==> config.mk <==
export PLATFORM = sky130hd
export DESIGN_NAME = keccak_arbiter
export DESIGN_NICKNAME = d
export VERILOG_FILES = /design/src/rtl/keccak_ctrl_pkg.sv /design/src/rtl/rr_arbiter.sv /design/src/rtl/keccak_arbiter.sv
export SDC_FILE = /design/constraint.sdc
export NUM_CORES = 1
export LEC_CHECK = 0
export ABC_AREA = 1
export CAP_MARGIN = 25
export CORE_AREA = 5 5 481 483
export DETAILED_ROUTE_END_ITERATION = 16
export DIE_AREA = 0 0 486 488
export RECOVER_POWER = 100
export SYNTH_ARGS = -nofsm -noshare
export SYNTH_HDL_FRONTEND = slang
export SYNTH_SLANG_ARGS = --single-unit
==> constraint.sdc <==
create_clock -name clk -period 1.5 [get_ports clk]
set_clock_uncertainty 0.05 [all_clocks]
set_input_delay 0.3 -clock clk [delete_from_list [all_inputs] [get_ports clk]]
set_output_delay 0.3 -clock clk [all_outputs]
set_load 0.03 [all_outputs]
==> src/rtl/keccak_ctrl_pkg.sv <==
// keccak_ctrl_pkg: shared widths and controller state for the keccak arbiter
package keccak_ctrl_pkg;
  localparam int WORD_W = 64;
  localparam int HASH_W = 512;
  localparam int BYTE_NUM_W = 3;
  typedef enum logic [2:0] {S_IDLE, S_CLR, S_FEED, S_WAIT, S_DONE} state_t;
endpackage

==> src/rtl/rr_arbiter.sv <==
// rr_arbiter: combinational round-robin pick starting just after the previous owner
module rr_arbiter #(
  parameter int N = 2,
  parameter int W = $clog2(N)
) (
  input  logic [N-1:0] req,
  input  logic [W-1:0] last,
  output logic [W-1:0] grant,
  output logic         any
);
  logic [W-1:0] idx;
  // scan last+1, last+2, ... wrapping, and keep the first requester found
  always_comb begin
    grant = '0;
    any = 1'b0;
    idx = '0;
    for (int k = 1; k <= N; k++) begin
      idx = W'((int'(last) + k) % N);
      if (!any && req[idx]) begin
        grant = idx;
        any = 1'b1;
      end
    end
  end
endmodule

==> src/rtl/keccak_arbiter.sv <==
// keccak_arbiter: shares one keccak core between N_REQ requesters, one message per grant
module keccak_arbiter
  import keccak_ctrl_pkg::*;
#(
  parameter int N_REQ = 2,
  parameter int IDX_W = $clog2(N_REQ)
) (
  input  logic                        clk,
  input  logic                        reset_n,
  input  logic [N_REQ-1:0]            req_valid,
  input  logic [WORD_W*N_REQ-1:0]     req_data,
  input  logic [N_REQ-1:0]            req_last,
  input  logic [BYTE_NUM_W*N_REQ-1:0] req_byte_num,
  output logic [N_REQ-1:0]            req_ready,
  output logic [N_REQ-1:0]            rsp_valid,
  output logic [HASH_W-1:0]           rsp_hash,
  output logic                        busy,
  output logic [IDX_W-1:0]            grant_id,
  output logic                        core_reset,
  output logic [WORD_W-1:0]           core_in,
  output logic                        core_in_ready,
  output logic                        core_is_last,
  output logic [BYTE_NUM_W-1:0]       core_byte_num,
  input  logic                        core_buffer_full,
  input  logic [HASH_W-1:0]           core_out,
  input  logic                        core_out_ready
);
  state_t state;
  logic [IDX_W-1:0] last_grant, gid, pick;
  logic [N_REQ-1:0] rsp_q;
  logic [HASH_W-1:0] hash_q;
  logic any_req, feed, sel_last, accept;
  logic [WORD_W-1:0] sel_data;
  logic [BYTE_NUM_W-1:0] sel_bn;

  rr_arbiter #(.N(N_REQ), .W(IDX_W)) u_rr (
    .req(req_valid),
    .last(last_grant),
    .grant(pick),
    .any(any_req)
  );

  // the owner's word stream is muxed straight through to the core while feeding
  assign feed = reset_n & (state == S_FEED);
  assign sel_data = req_data[WORD_W*gid +: WORD_W];
  assign sel_last = req_last[gid];
  assign sel_bn = req_byte_num[BYTE_NUM_W*gid +: BYTE_NUM_W];
  assign accept = feed & req_valid[gid] & ~core_buffer_full;
  assign req_ready = accept ? N_REQ'(1) << gid : '0;
  assign core_in_ready = accept;
  assign core_in = feed ? sel_data : '0;
  assign core_is_last = feed & sel_last;
  assign core_byte_num = core_is_last ? sel_bn : '0;
  // the core is cleared together with the arbiter and before every message
  assign core_reset = ~reset_n | (state == S_CLR);
  // registered outputs read as zero while reset is held
  assign busy = reset_n & (state != S_IDLE);
  assign grant_id = reset_n ? gid : '0;
  assign rsp_valid = reset_n ? rsp_q : '0;
  assign rsp_hash = reset_n ? hash_q : '0;

  // one message per grant: pick, clear core, stream words, await digest, respond
  always_ff @(posedge clk) begin
    if (!reset_n) begin
      state <= S_IDLE;
      last_grant <= IDX_W'(N_REQ - 1);
      gid <= '0;
      hash_q <= '0;
      rsp_q <= '0;
    end else begin
      rsp_q <= '0;
      case (state)
        S_IDLE: if (any_req) begin
          gid <= pick;
          state <= S_CLR;
        end
        S_CLR: state <= S_FEED;
        S_FEED: if (accept && sel_last) state <= S_WAIT;
        S_WAIT: if (core_out_ready) begin
          hash_q <= core_out;
          rsp_q <= N_REQ'(1) << gid;
          state <= S_DONE;
        end
        S_DONE: begin
          last_grant <= gid;
          state <= S_IDLE;
        end
        default: state <= S_IDLE;
      endcase
    end
  end
endmodule
### Word-level counts from Yosys, hierarchy flattened

Cells that the tools add are included.

* bits in registers: 519
* bits of input ports: 654
* output and inout bits: 588
* logic and storage cells: 60

* add/sub/neg operators: 2
* $mul: 1
* $lt $le $gt $ge: 3
* equal/unequal tests: 7
* shifts and indexed selects: 3
* mux-type cells: 22
* bitwise operators: 8
* reduce and logical (&&, ||, !) cells: 9

Operators with widths (count)
* $mux 512: 1
* $shiftx 128x8->64: 1
* $mux 64: 1
* $mux 1: 13
* $mux 3: 4
* $pmux 3 s4: 1
* $eq 3x2->1 const B: 2
* $lt 1x2->1 const B: 3
* $reduce_and 3->1: 2
* $shiftx 6x4->3: 1
* $and 1x1->1: 5
* $mux 2: 2
* $ne 2x2->1 const B: 2
* $reduce_and 2->1: 2
* $eq 3x1->1 const B: 1
* $eq 3x3->1 const B: 1
* $logic_not 3->1: 1
* $mul 2x1->3 const A: 1
* $reduce_bool 3->1: 1
* $add 1x1->1 const B: 2
* $logic_and 1x1->1: 2
* $ne 2x1->1 const B: 1
* $not 1->1: 2
* $shl 1x1->2 const A: 1
* other kinds (2): 2

### Depth between registers and ports, before layout

* depth in word-level cells: 9
* gate-level depth with buffers: 9
* mapped depth without buffers: 8

### Hierarchy

Synthesis repeated with hierarchy kept, for this count alone.

* cell total of the unflattened synthesis: 3015
* area, all modules: 21593.2 µm²

Modules (own cells, without submodules)
* keccak_arbiter: instances 1, cells an instance 3012, area each 21578.2 µm², sequential area each 10390.0 µm²
* rr_arbiter: instances 1, cells an instance 3, area each 15.0 µm², sequential area each 0.0 µm²

### Least setup slack after synthesis

No wires, ideal clock.

* path type: flip-flop to output port
* from: reg state[0]
* to: out core_in[10]
* arrival time: 1.552 ns
* data required time: 1.150 ns
* path slack: -0.402 ns
* stages on the path, launching flop included: 7
* path buffers: 1
* path through: dfxtp_1 nor2_1 nand2_1 nor2_1 inv_2 buf_2 a21oi_1

* cells in the longest elaborated chain, start to end: 3

RTL lines
* start: declaration: RTL line keccak_arbiter.sv:28 `state_t state;`
* start signal: assignment: RTL line keccak_arbiter.sv:65 `state <= S_IDLE;`
* start signal: assignment: RTL line keccak_arbiter.sv:75 `state <= S_CLR;`
* start signal: assignment: RTL line keccak_arbiter.sv:77 `S_CLR: state <= S_FEED;`
* $eq 3x2->1: RTL line keccak_arbiter.sv:44 `assign feed = reset_n & (state == S_FEED);`
* $and 1x1->1: RTL line keccak_arbiter.sv:44
* $mux 64: RTL line keccak_arbiter.sv:51 `assign core_in = feed ? sel_data : '0;`
* end: declaration: RTL line keccak_arbiter.sv:20 `output logic [WORD_W-1:0] core_in,`

No other way between the ends.

### Worst setup path after layout

* from: reg state[0]
* to: out core_in[27]

The elaborated chain is that of the path after synthesis.

==> flow_metrics.env <==
export IMPL_root_buffer="clkbuf_16"
export IMPL_grt_usage_pct=15.59
export IMPL_fp_dieH_um=488
export IMPL_io_pins=1242
export IMPL_setup_viol=1101
export IMPL_rsz0062_at_grt="yes"
export IMPL_required_ns=1.15
export IMPL_max_freq_mhz=408.9
export IMPL_initial_core_util_pct=9.489
export IMPL_area_growth_pct=143.8
export IMPL_cts_made_buffers=71
export IMPL_layout_commonest_cell="buf_4"
export IMPL_tns_ns=-242.40
export IMPL_core_area_um2=226400
export IMPL_period_minus_slack_ns=2.446
export IMPL_fp_dieW_um=486
export IMPL_syn_cell_area_um2=21480
export IMPL_port_buffers=1241
export IMPL_worst_pin_slew_ns=0.3448
export IMPL_synth_distinct_cells=21
export IMPL_p_total_uw=48990
export IMPL_worstSetupEndpointType="output port"
export IMPL_clkTransAtPathRegs_ns=0.05
export IMPL_h_tree_depth=3
export IMPL_path_cells="nor2_4 -> nand2_2 -> nor2_4 -> buf_12 -> inv_12 -> buf_16 -> a21oi_4 -> buf_12"
export IMPL_synth_area_leaders="dfxtp_1 48%, o22ai_1 15%, inv_1 15%"
export IMPL_syn_avg_cell_area_um2=7.111
export IMPL_die_area_um2=237200
export IMPL_nNetsFinal=5564
export IMPL_num_rows=175
export IMPL_maxCapViolations=0
export IMPL_synth_top_area_share_pct=48.36
export IMPL_final_cell_mix="723 x buf_4, 652 x clkdlybuf4s50_1, 575 x nand2_1, 541 x inv_1, 509 x buf_12"
export IMPL_start_kind="register"
export IMPL_status="finished, violations left"
export IMPL_report_final_slew_viol_count=0
export IMPL_powerDensity_nw_per_um2=935.4
export IMPL_cts_tree="done"
export IMPL_synth_seq_cells=519
export IMPL_first_pass_iters=5
export IMPL_insertion_delay_ns=0.65
export IMPL_wire_per_inst_um=24.93
export IMPL_wl_met1_mm=61.44
export IMPL_grt_overflow=0
export IMPL_layout_drive_gt1_share_pct=45.47
export IMPL_drt_vias_per_instance=3.398
export IMPL_grt_first_pass_wirelength_mm=248.0
export IMPL_antenna_found_initial=119
export IMPL_peakVddDrop_v=0.0007192
export IMPL_wl_mm=199.5
export IMPL_cts_buffer_depth=3
export IMPL_ant_nets=0
export IMPL_cp_slowest_cell="dfxtp_4"
export IMPL_drt_first_iter_violations=1318
export IMPL_slew_headroom_pct=76.84
export IMPL_violations="setup timing"
export IMPL_drc_errors=0
export IMPL_hold_path_class="input pin to register"
export IMPL_ys_warn_count=0
export IMPL_fin_crit_sh_pct=163.1
export IMPL_crit_type="register to output port"
export IMPL_cts_hold_buf=0
export IMPL_post_route_util_pct=23.13
export IMPL_cts_sinks=519
export IMPL_post_place_ws_ns=-0.5889
export IMPL_grt_pass1_vias=27390
export IMPL_via_count=27190
export IMPL_power_leakage_uw=0.02764
export IMPL_max_stage_delay_ns=0.35
export IMPL_whs_ns=0.1624
export IMPL_synth_nets=3675
export IMPL_wl_met3_mm=33.75
export IMPL_fill_cells=24440
export IMPL_crit_fanout=10
export IMPL_place_gp_congestion=0.9417
export IMPL_cp_data_arrival_time_ns=2.10
export IMPL_layout_setup_ws_ns=-0.9458
export IMPL_synth_largest_area_cell="dfxtp_1"
export IMPL_top_layer_used="met5"
export IMPL_grt_max_degree=65
export IMPL_synthCells=3021
export IMPL_hpwlAfterDp_mm=165.0
export IMPL_routed_wl_met2_mm=93.60
export IMPL_hold_violations=0
export IMPL_yosysSeqAreaShare_pct=48.36
==> cell type report <==
class,count,area [um^2],area share [%]
flip-flops and latches,519,10520,20.09
clock inverters,28,410.4,0.7837
inverters,1039,3978,7.595
clock buffers,97,2004,3.828
repair buffers,2008,24160,46.13
diodes,32,80.08,0.1529
multi-input cells,1271,7452,14.23
well taps,3009,3765,7.189
==> metal layers <==
layer	global-route usage (%)	vias to the layer above
met5	0	-
met4	7.547	14
met3	12.37	393
met2	25.68	1322
met1	13.80	12570
li1	-	12900
==> metrics by stage <==
step,cell area (um^2),std cells
floorplan,22310,3021
global placement,46870,7685
detailed placement,46870,7685
CTS,50510,7887
global route,52360,7999
finish,52370,8003
==> state kept, by name (all words and copies together) (netlist names) <==
name,cells
gid,1
hash_q,512
last_grant,1
rsp_q,2
state,3
==> worst max-delay path, delay by kind of cell (launching register included) <==
family / cells / cell delay (ns)
AO/OA/AOI/OAI: 1 / 0.19
buffers and inverters: 4 / 0.53
flip-flops: 1 / 0.35
AND/OR/NAND/NOR: 3 / 0.34
==> repair_timing <==
| action | 4_1_cts | 5_1_grt |
|---|---|---|
| buffers inserted | 71 | 66 |
| gates resized for setup | 315 | 394 |
| endpoints found under the setup margin | 1100 | 1096 |
| gates cloned | 8 | 21 |
| hold endpoints to repair | 0 | 0 |
| pin swaps | 4 | 7 |
==> synth_stat cells <==
| master | instances |
|---|---|
| inv_1 | 846 |
| dfxtp_1 | 519 |
| nor3b_1 | 1 |
| buf_1 | 5 |
| buf_4 | 23 |
| nand4_4 | 1 |
| nor3_1 | 2 |
| nand3_1 | 4 |
| o21ai_0 | 3 |
| o311ai_0 | 1 |
| buf_2 | 139 |
| o22ai_1 | 512 |
| nor2_1 | 11 |
| nor2_8 | 1 |
| clkbuf_1 | 23 |
| nand3b_1 | 1 |
| nand2_1 | 666 |
| a21oi_1 | 67 |
| buf_6 | 2 |
| inv_2 | 193 |
| o21bai_1 | 1 |
==> where the power goes <==
group / switching [uW] / internal [uW]
Sequential: 399 / 15200
Combinational: 8000 / 7490
Clock: 7540 / 10400
==> worst paths after layout <==
path	end	cells past startpoint	slack, ns	startpoint
max	core_in[27]	8	-0.95	state[0]
min	hash_q[467]	3	0.16	core_out[467]
max reg2reg	hash_q[298]	10	-0.36	state[2]
min reg2reg	last_grant	2	0.50	last_grant
==> logic make-up (layout without fill, tap and decap cells) <==
group,Yosys count,after routing,synth area share [%]
AOI/OAI and AO/OA,584,584,16.62
buffers and inverters,1231,3172,22.79
DFF,519,519,48.36
other,0,32,0
and+or+nand+nor,687,687,12.23
(Power assumes the default switching activity.)
